<file path="config.mk">
export PLATFORM = sky130hd
export DESIGN_NAME = banked_multiport_memory
export DESIGN_NICKNAME = d
export VERILOG_FILES = /design/src/rtl/banked_multiport_memory_pkg.sv /design/src/rtl/banked_multiport_memory_rr_arbiter.sv /design/src/rtl/banked_multiport_memory.sv
export SDC_FILE = /design/constraint.sdc
export NUM_CORES = 1
export LEC_CHECK = 0
export ABC_AREA = 1
export CORE_MARGIN = 1
export CORE_UTILIZATION = 40
export CTS_BUF_LIST = sky130_fd_sc_hd__clkbuf_8
export CTS_CLUSTER_DIAMETER = 150
export DETAILED_ROUTE_END_ITERATION = 8
export PLACE_DENSITY_LB_ADDON = 0.3
export SYNTH_ARGS = -nofsm -noshare
export SYNTH_HDL_FRONTEND = slang
export SYNTH_SLANG_ARGS = --single-unit
</file>
<file path="constraint.sdc">
create_clock -name clk -period 3.57 [get_ports clk]
set_input_delay 0.5355 -clock clk [delete_from_list [all_inputs] [get_ports clk]]
set_output_delay 0.5355 -clock clk [all_outputs]
set_load 0.005 [all_outputs]
</file>
<file path="src/rtl/banked_multiport_memory_pkg.sv">
// Shared helpers for the banked multiport memory: bank/row address split.
package banked_multiport_memory_pkg;

    // Default configuration: 4-bit word address, 2 banks.
    localparam int DEF_ADDR_WIDTH = 4;
    localparam int DEF_NUM_BANKS  = 2;

    // Bank-select bits; 0 when there is a single bank.
    localparam int BANK_W = (DEF_NUM_BANKS > 1) ? $clog2(DEF_NUM_BANKS) : 0;
    // Row bits left after the bank-select bits are removed.
    localparam int ROW_W  = DEF_ADDR_WIDTH - BANK_W;

    // Number of bank-select bits for a given bank count.
    function automatic int unsigned bank_w_of(input int unsigned num_banks);
        return (num_banks > 1) ? $clog2(num_banks) : 0;
    endfunction

    // Low address bits select the bank; everything maps to bank 0 when bank_w is 0.
    function automatic int unsigned bank_of(input logic [31:0] addr, input int unsigned bank_w);
        logic [31:0] mask;
        mask = (bank_w == 0) ? 32'd0 : ((32'd1 << bank_w) - 32'd1);
        return addr & mask;
    endfunction

    // Remaining upper address bits select the row inside the bank.
    function automatic int unsigned row_of(input logic [31:0] addr, input int unsigned bank_w);
        return addr >> bank_w;
    endfunction

endpackage

</file>
<file path="src/rtl/banked_multiport_memory_rr_arbiter.sv">
// Round-robin arbiter: highest priority goes to the port after the last grant.
module rr_arbiter #(
    parameter int N = 2
) (
    input  logic         clk,
    input  logic         rst_n,
    input  logic [N-1:0] req,
    output logic [N-1:0] grant
);
    localparam int PTR_W = (N > 1) ? $clog2(N) : 1;

    logic [PTR_W-1:0] ptr_reg;
    logic [PTR_W-1:0] ptr_next;

    // Search from the pointer upward, wrapping; grants are held low in reset.
    always_comb begin
        int   idx;
        logic found;
        grant    = '0;
        ptr_next = ptr_reg;
        found    = 1'b0;
        idx      = 0;
        for (int k = 0; k < N; k++) begin
            idx = int'(ptr_reg) + k;
            if (idx >= N) idx = idx - N;
            if (!found && rst_n && req[idx]) begin
                grant[idx] = 1'b1;
                ptr_next   = (idx == N - 1) ? '0 : PTR_W'(idx + 1);
                found      = 1'b1;
            end
        end
    end

    // Pointer only moves when something was granted.
    always_ff @(posedge clk or negedge rst_n) begin
        if (!rst_n) ptr_reg <= '0;
        else        ptr_reg <= ptr_next;
    end

endmodule

</file>
<file path="src/rtl/banked_multiport_memory.sv">
// Multi-port RAM split into banks, each with its own read and write round-robin
// arbiter; reads return after a fixed DATA_LAT-cycle per-port pipeline.
module banked_multiport_memory
    import banked_multiport_memory_pkg::*;
#(
    parameter int READ_PORTS  = 3,
    parameter int WRITE_PORTS = 3,
    parameter int DATA_WIDTH  = 32,
    parameter int ADDR_WIDTH  = 4,
    parameter int NUM_BANKS   = 2,
    parameter int DATA_LAT    = 2
) (
    input  logic                                  clk,
    input  logic                                  rst_n,
    input  logic [READ_PORTS-1:0][ADDR_WIDTH-1:0] r_addr,
    input  logic [READ_PORTS-1:0]                 r_avalid,
    output logic [READ_PORTS-1:0]                 r_aready,
    output logic [READ_PORTS-1:0]                 r_dvalid,
    output logic [READ_PORTS-1:0][DATA_WIDTH-1:0] r_data,
    input  logic [WRITE_PORTS-1:0][ADDR_WIDTH-1:0] w_addr,
    input  logic [WRITE_PORTS-1:0][DATA_WIDTH-1:0] w_data,
    input  logic [WRITE_PORTS-1:0]                w_valid,
    output logic [WRITE_PORTS-1:0]                w_ready
);
    localparam int BK_W   = bank_w_of(NUM_BANKS);
    localparam int RW_W   = ADDR_WIDTH - BK_W;
    localparam int ROW_IW = (RW_W > 0) ? RW_W : 1;
    localparam int ROWS   = 1 << RW_W;
    localparam int BSEL_W = (BK_W > 0) ? BK_W : 1;

    logic [NUM_BANKS-1:0][READ_PORTS-1:0]  r_req;
    logic [NUM_BANKS-1:0][READ_PORTS-1:0]  r_gnt;
    logic [NUM_BANKS-1:0][WRITE_PORTS-1:0] w_req;
    logic [NUM_BANKS-1:0][WRITE_PORTS-1:0] w_gnt;
    logic [NUM_BANKS-1:0][DATA_WIDTH-1:0]  bank_rdata;

    genvar gi, gj;
    generate
        for (gi = 0; gi < NUM_BANKS; gi++) begin : g_bank
            for (gj = 0; gj < READ_PORTS; gj++) begin : g_rreq
                assign r_req[gi][gj] = r_avalid[gj] && (int'(bank_of(32'(r_addr[gj]), BK_W)) == gi);
            end
            for (gj = 0; gj < WRITE_PORTS; gj++) begin : g_wreq
                assign w_req[gi][gj] = w_valid[gj] && (int'(bank_of(32'(w_addr[gj]), BK_W)) == gi);
            end

            rr_arbiter #(.N(READ_PORTS)) u_rd_arb (
                .clk   (clk),
                .rst_n (rst_n),
                .req   (r_req[gi]),
                .grant (r_gnt[gi])
            );

            rr_arbiter #(.N(WRITE_PORTS)) u_wr_arb (
                .clk   (clk),
                .rst_n (rst_n),
                .req   (w_req[gi]),
                .grant (w_gnt[gi])
            );

            logic [ROW_IW-1:0]     rd_row;
            logic [ROW_IW-1:0]     wr_row;
            logic [DATA_WIDTH-1:0] wr_data;
            logic [DATA_WIDTH-1:0] rdata_reg;
            logic [DATA_WIDTH-1:0] mem [ROWS];

            // Route the granted port's row/data onto this bank's single access port.
            always_comb begin
                rd_row  = '0;
                wr_row  = '0;
                wr_data = '0;
                for (int p = 0; p < READ_PORTS; p++)
                    if (r_gnt[gi][p]) rd_row = ROW_IW'(row_of(32'(r_addr[p]), BK_W));
                for (int p = 0; p < WRITE_PORTS; p++)
                    if (w_gnt[gi][p]) begin
                        wr_row  = ROW_IW'(row_of(32'(w_addr[p]), BK_W));
                        wr_data = w_data[p];
                    end
            end

            // Registered read sees the pre-write contents on a same-row collision; storage is not reset.
            always_ff @(posedge clk) begin
                if (|r_gnt[gi]) rdata_reg <= mem[rd_row];
                if (|w_gnt[gi]) mem[wr_row] <= wr_data;
            end

            assign bank_rdata[gi] = rdata_reg;
        end
    endgenerate

    // A port's request only reaches one bank, so OR-ing across banks gives its ready.
    always_comb begin
        r_aready = '0;
        w_ready  = '0;
        for (int b = 0; b < NUM_BANKS; b++) begin
            r_aready = r_aready | r_gnt[b];
            w_ready  = w_ready  | w_gnt[b];
        end
    end

    generate
        for (gi = 0; gi < READ_PORTS; gi++) begin : g_rport
            logic [DATA_LAT-1:0]   valid_reg;
            logic [BSEL_W-1:0]     bsel_reg;
            logic [DATA_WIDTH-1:0] stage0_data;

            // Valid shift chain plus the bank the in-flight read was sent to.
            always_ff @(posedge clk or negedge rst_n) begin
                if (!rst_n) begin
                    valid_reg <= '0;
                    bsel_reg  <= '0;
                end else begin
                    valid_reg[0] <= r_aready[gi];
                    for (int k = 1; k < DATA_LAT; k++) valid_reg[k] <= valid_reg[k-1];
                    if (r_aready[gi]) bsel_reg <= BSEL_W'(bank_of(32'(r_addr[gi]), BK_W));
                end
            end

            // Bank output is only meaningful the cycle after acceptance; zero it otherwise.
            assign stage0_data = valid_reg[0] ? bank_rdata[bsel_reg] : '0;

            if (DATA_LAT == 1) begin : g_lat1
                assign r_data[gi]   = stage0_data;
                assign r_dvalid[gi] = valid_reg[0];
            end else begin : g_latn
                logic [DATA_LAT-1:1][DATA_WIDTH-1:0] data_reg;

                // Remaining latency stages; zero data travels with a low valid.
                always_ff @(posedge clk or negedge rst_n) begin
                    if (!rst_n) begin
                        data_reg <= '0;
                    end else begin
                        data_reg[1] <= stage0_data;
                        for (int k = 2; k < DATA_LAT; k++) data_reg[k] <= data_reg[k-1];
                    end
                end

                assign r_data[gi]   = data_reg[DATA_LAT-1];
                assign r_dvalid[gi] = valid_reg[DATA_LAT-1];
            end
        end
    endgenerate

endmodule

</file>
==> summary.md <==
| Metric | Value |
|---|---|
| Status | `complete, no violations` |
| Final Setup Violations | `0` |
| Fmax | `about 0.28 GHz` |
| Minimum clock period | `3.54 ns` |
| Max Fanout on Critical Path | `5` |
| Crit-path cells | `inv_1, ha_4, inv_1, nand3_2, nand2_4, nand3_4, nand2_2, nor2_4, nand2_1, nand2_1, nor2_2, buf_4, nand2_2, clkdlybuf4s50_1` |
| First-pass GRT wire length | `around 150000 um` |
| Mapped cell area | `approximately 32000 um^2` |
| Syn Nets | `3542` |
| GP Congestion | `0.817` |
| RSZ-0062 raised after global routing | `yes` |
| Critical Path Source Type | `flop` |
| Number of global-route vias before repair | `between 20k and 25k` |
| Dominant cell type by area after synthesis | `edfxtp_1` |
| Port buffer count | `232` |
| Initial DRT Pass Iterations | `6` |
| Die width | `286 um` |
| CP bufs+invs | `4` |
| Syn-to-layout area delta | `22.9%` |
| Drt initial violations | `2714` |
| Vias per cell | `roughly 5.3` |
| Most common cell after layout, fill and taps aside | `nand2_1` |
| Synth Flop Type | `edfxtp_1` |
| Yosys cell types | `33` |
| Critical Path AT | `3.00 ns` |
| Placed cells | `4645` |
| Final setup TNS | `0 ns` |
| Final-report max-slew violation count | `0` |
| Top cells by area, synth | `edfxtp_1 (54%), dfrtp_1 (8.8%), nand2_1 (8.6%)` |
| Routed wire length | `102000 um` |
| Gate Count Post-Synth | `~3.4k` |
| Layout cell share with drive strength beyond 1 | `0.117` |
| Final Hold Slack | `between 0.2 and 0.25 ns` |
| Hold Crit Class | `in2async` |
| Yosys top cell area share | `0.536` |
| Hpwl dp | `64500 um` |
| Core area | `roughly 79000 um^2` |
| Slowest cell on crit path | `clkdlybuf4s50_1` |
| Rel. slew slack | `0.304` |
| Tightest Pin Transition | `between 1 and 1.5 ns` |
| Synth Area per Inst | `approximately 9.5 um^2` |
| Die area | `81700 um^2` |
| Storage element area | `between 20000 and 25000 um^2` |
| Sequential area share after synthesis | `0.624` |
| Clk sinks | `between 600 and 700` |
| Critical Path End Type | `output pin` |
| Critical path class | `reg2out` |
| Clk Tree Root Cell | `clkbuf_8` |
| Largest delay contributor family on the critical path | `simple AND/OR/NAND/NOR gates` |
| GRT overflow | `0` |
| Fill cells | `about 7.2k` |
| Die height | `about 290 um` |
| Initial antenna violation count | `4` |
| Largest stage delay, worst path | `roughly 0.46 ns` |
| Initial Util | `0.406` |
| Worst-path clk slew | `around 0.060 ns` |
| Clock Path Buffers | `3` |
| Antenna-violating nets left | `0` |
| Total of max-cap violations | `0` |
| Number of buffers created by CTS | `112` |
| Yosys reg bits | `a little under 700` |
| Critical Path RT | `3.03 ns` |
| Via Count | `~26k` |
| Largest net degree at the start of global routing | `78` |
| Period utilization | `0.990` |
| Rows | `between 100 and 150` |
| H-tree depth | `3` |
| I/O Pins | `~230` |
| DRC viols | `0` |
| Placed Area | `37000 um^2` |
| Nets | `3870` |
| Worst Clk Skew | `approximately 0.052 ns` |
| CTS tree | `built` |
| Cell Count, Final, Fillers Out | `a little under 5k` |
| Drt wl/cell | `21.0 um` |
| Fin area | `39600 um^2` |
| Multi-input gate area | `roughly 9500 um^2` |
| EDFF count, synth | `roughly 580` |
| Max reg flops | `approximately 500` |
| Most frequent cells in the layout | `nand2_1 (727), inv_1 (593), edfxtp_1 (576)` |
| Overall global routing resource usage | `0.249` |
| Synth warnings | `0` |
| Hold Violations, Final | `0` |
| Worst skew pair latency | `approximately 0.74 ns` |
| Async SR Flop Fraction | `0.164` |
worst reg2reg max path: stages, from the launching register on:
cell and delay, ns:
dfrtp_1 0.39, buf_4 0.15, ha_4 0.29, inv_1 0.07
o211ai_1 0.09, nand2_1 0.14, nand3_2 0.14, o22ai_2 0.09
nor2_4 0.21, buf_4 0.23, clkinv_1 0.15, nand2_1 0.09
nand2_1 0.05, nand2_1 0.07, nand2_1 0.09, buf_4 0.18
nor2_4 0.12, buf_12 0.24
kinds of logic after synthesis:
family                     Yosys count  synth area share
DFF                                689             0.624
buffers and inverters              782            0.0976
AOI/OAI and AO/OA                  293            0.0469
and+or+nand+nor                   1618             0.225
adders and majority gates           16           0.00621
final cells by class:
type                    count  share of cell area
flip-flops and latches    689               0.508
multi-input cells        1927               0.239
repair buffers            426               0.110
inverters                 570              0.0544
clock buffers             122              0.0424
well taps                1050              0.0332
clock inverters            82              0.0125
diodes                      2            0.000126
metal layers:
layer  vias up  GRT usage  wire [um]
met5         -          0          0
met4         0      0.102       3790
met3       188     0.0400       8640
met2      1222      0.396      47200
met1     12229      0.340      42600
li1      11955          -          -
worst paths after layout:
kind                                                    start                             end  slack, ns  cells after the start
worst max-delay path            g_bank[0].u_rd_arb.ptr_reg[1]                     r_aready[0]       0.03                     14
worst min-delay path                                    rst_n  g_rport[1].g_latn.data_reg[14]       0.21                      2
worst max register to register  g_bank[1].u_wr_arb.ptr_reg[1]            g_bank[1].mem[6][20]       0.35                     17
worst min register to register         g_bank[0].rdata_reg[8]   g_rport[2].g_latn.data_reg[8]       0.56                      2
max in group asynchronous                               rst_n   g_bank[1].u_rd_arb.ptr_reg[0]       2.14                      5
min in group clk                                    r_addr[0]             g_rport[0].bsel_reg       0.48                      3
cells in the mapped netlist, types with 8 or more instances:
library cell and instances:
a21oi_1 98, clkbuf_1 57, nand3_2 8, buf_1 15, dfrtp_1 113, o21ai_0 170
ha_1 16, buf_2 126, nand2_1 737, edfxtp_1 576, inv_2 15, o21ai_1 14
nand3_1 329, buf_4 14, nor2_1 264, nand4_1 259, inv_1 552
metrics by stage:
| step | util | setup WS, ns |
|---|---|---|
| floorplan | - | -0.276 |
| global placement | 0.466 | 0.109 |
| detailed placement | 0.466 | 0.0796 |
| CTS | 0.497 | 0.00178 |
| global route | 0.499 | -0.116 |
| finish | 0.499 | 0.0343 |
timing repair:
item	4_1_cts	5_1_grt
pin swaps	7	10
endpoints found under the hold margin	10	0
gates resized for setup	38	38
buffers inserted	12	5
cloned	1	0
hold buffers	1	0
setup endpoints to repair	6	5
Power is not shown: default switching activity piles up to over one toggle a cycle in this logic, so the estimate is an artifact.
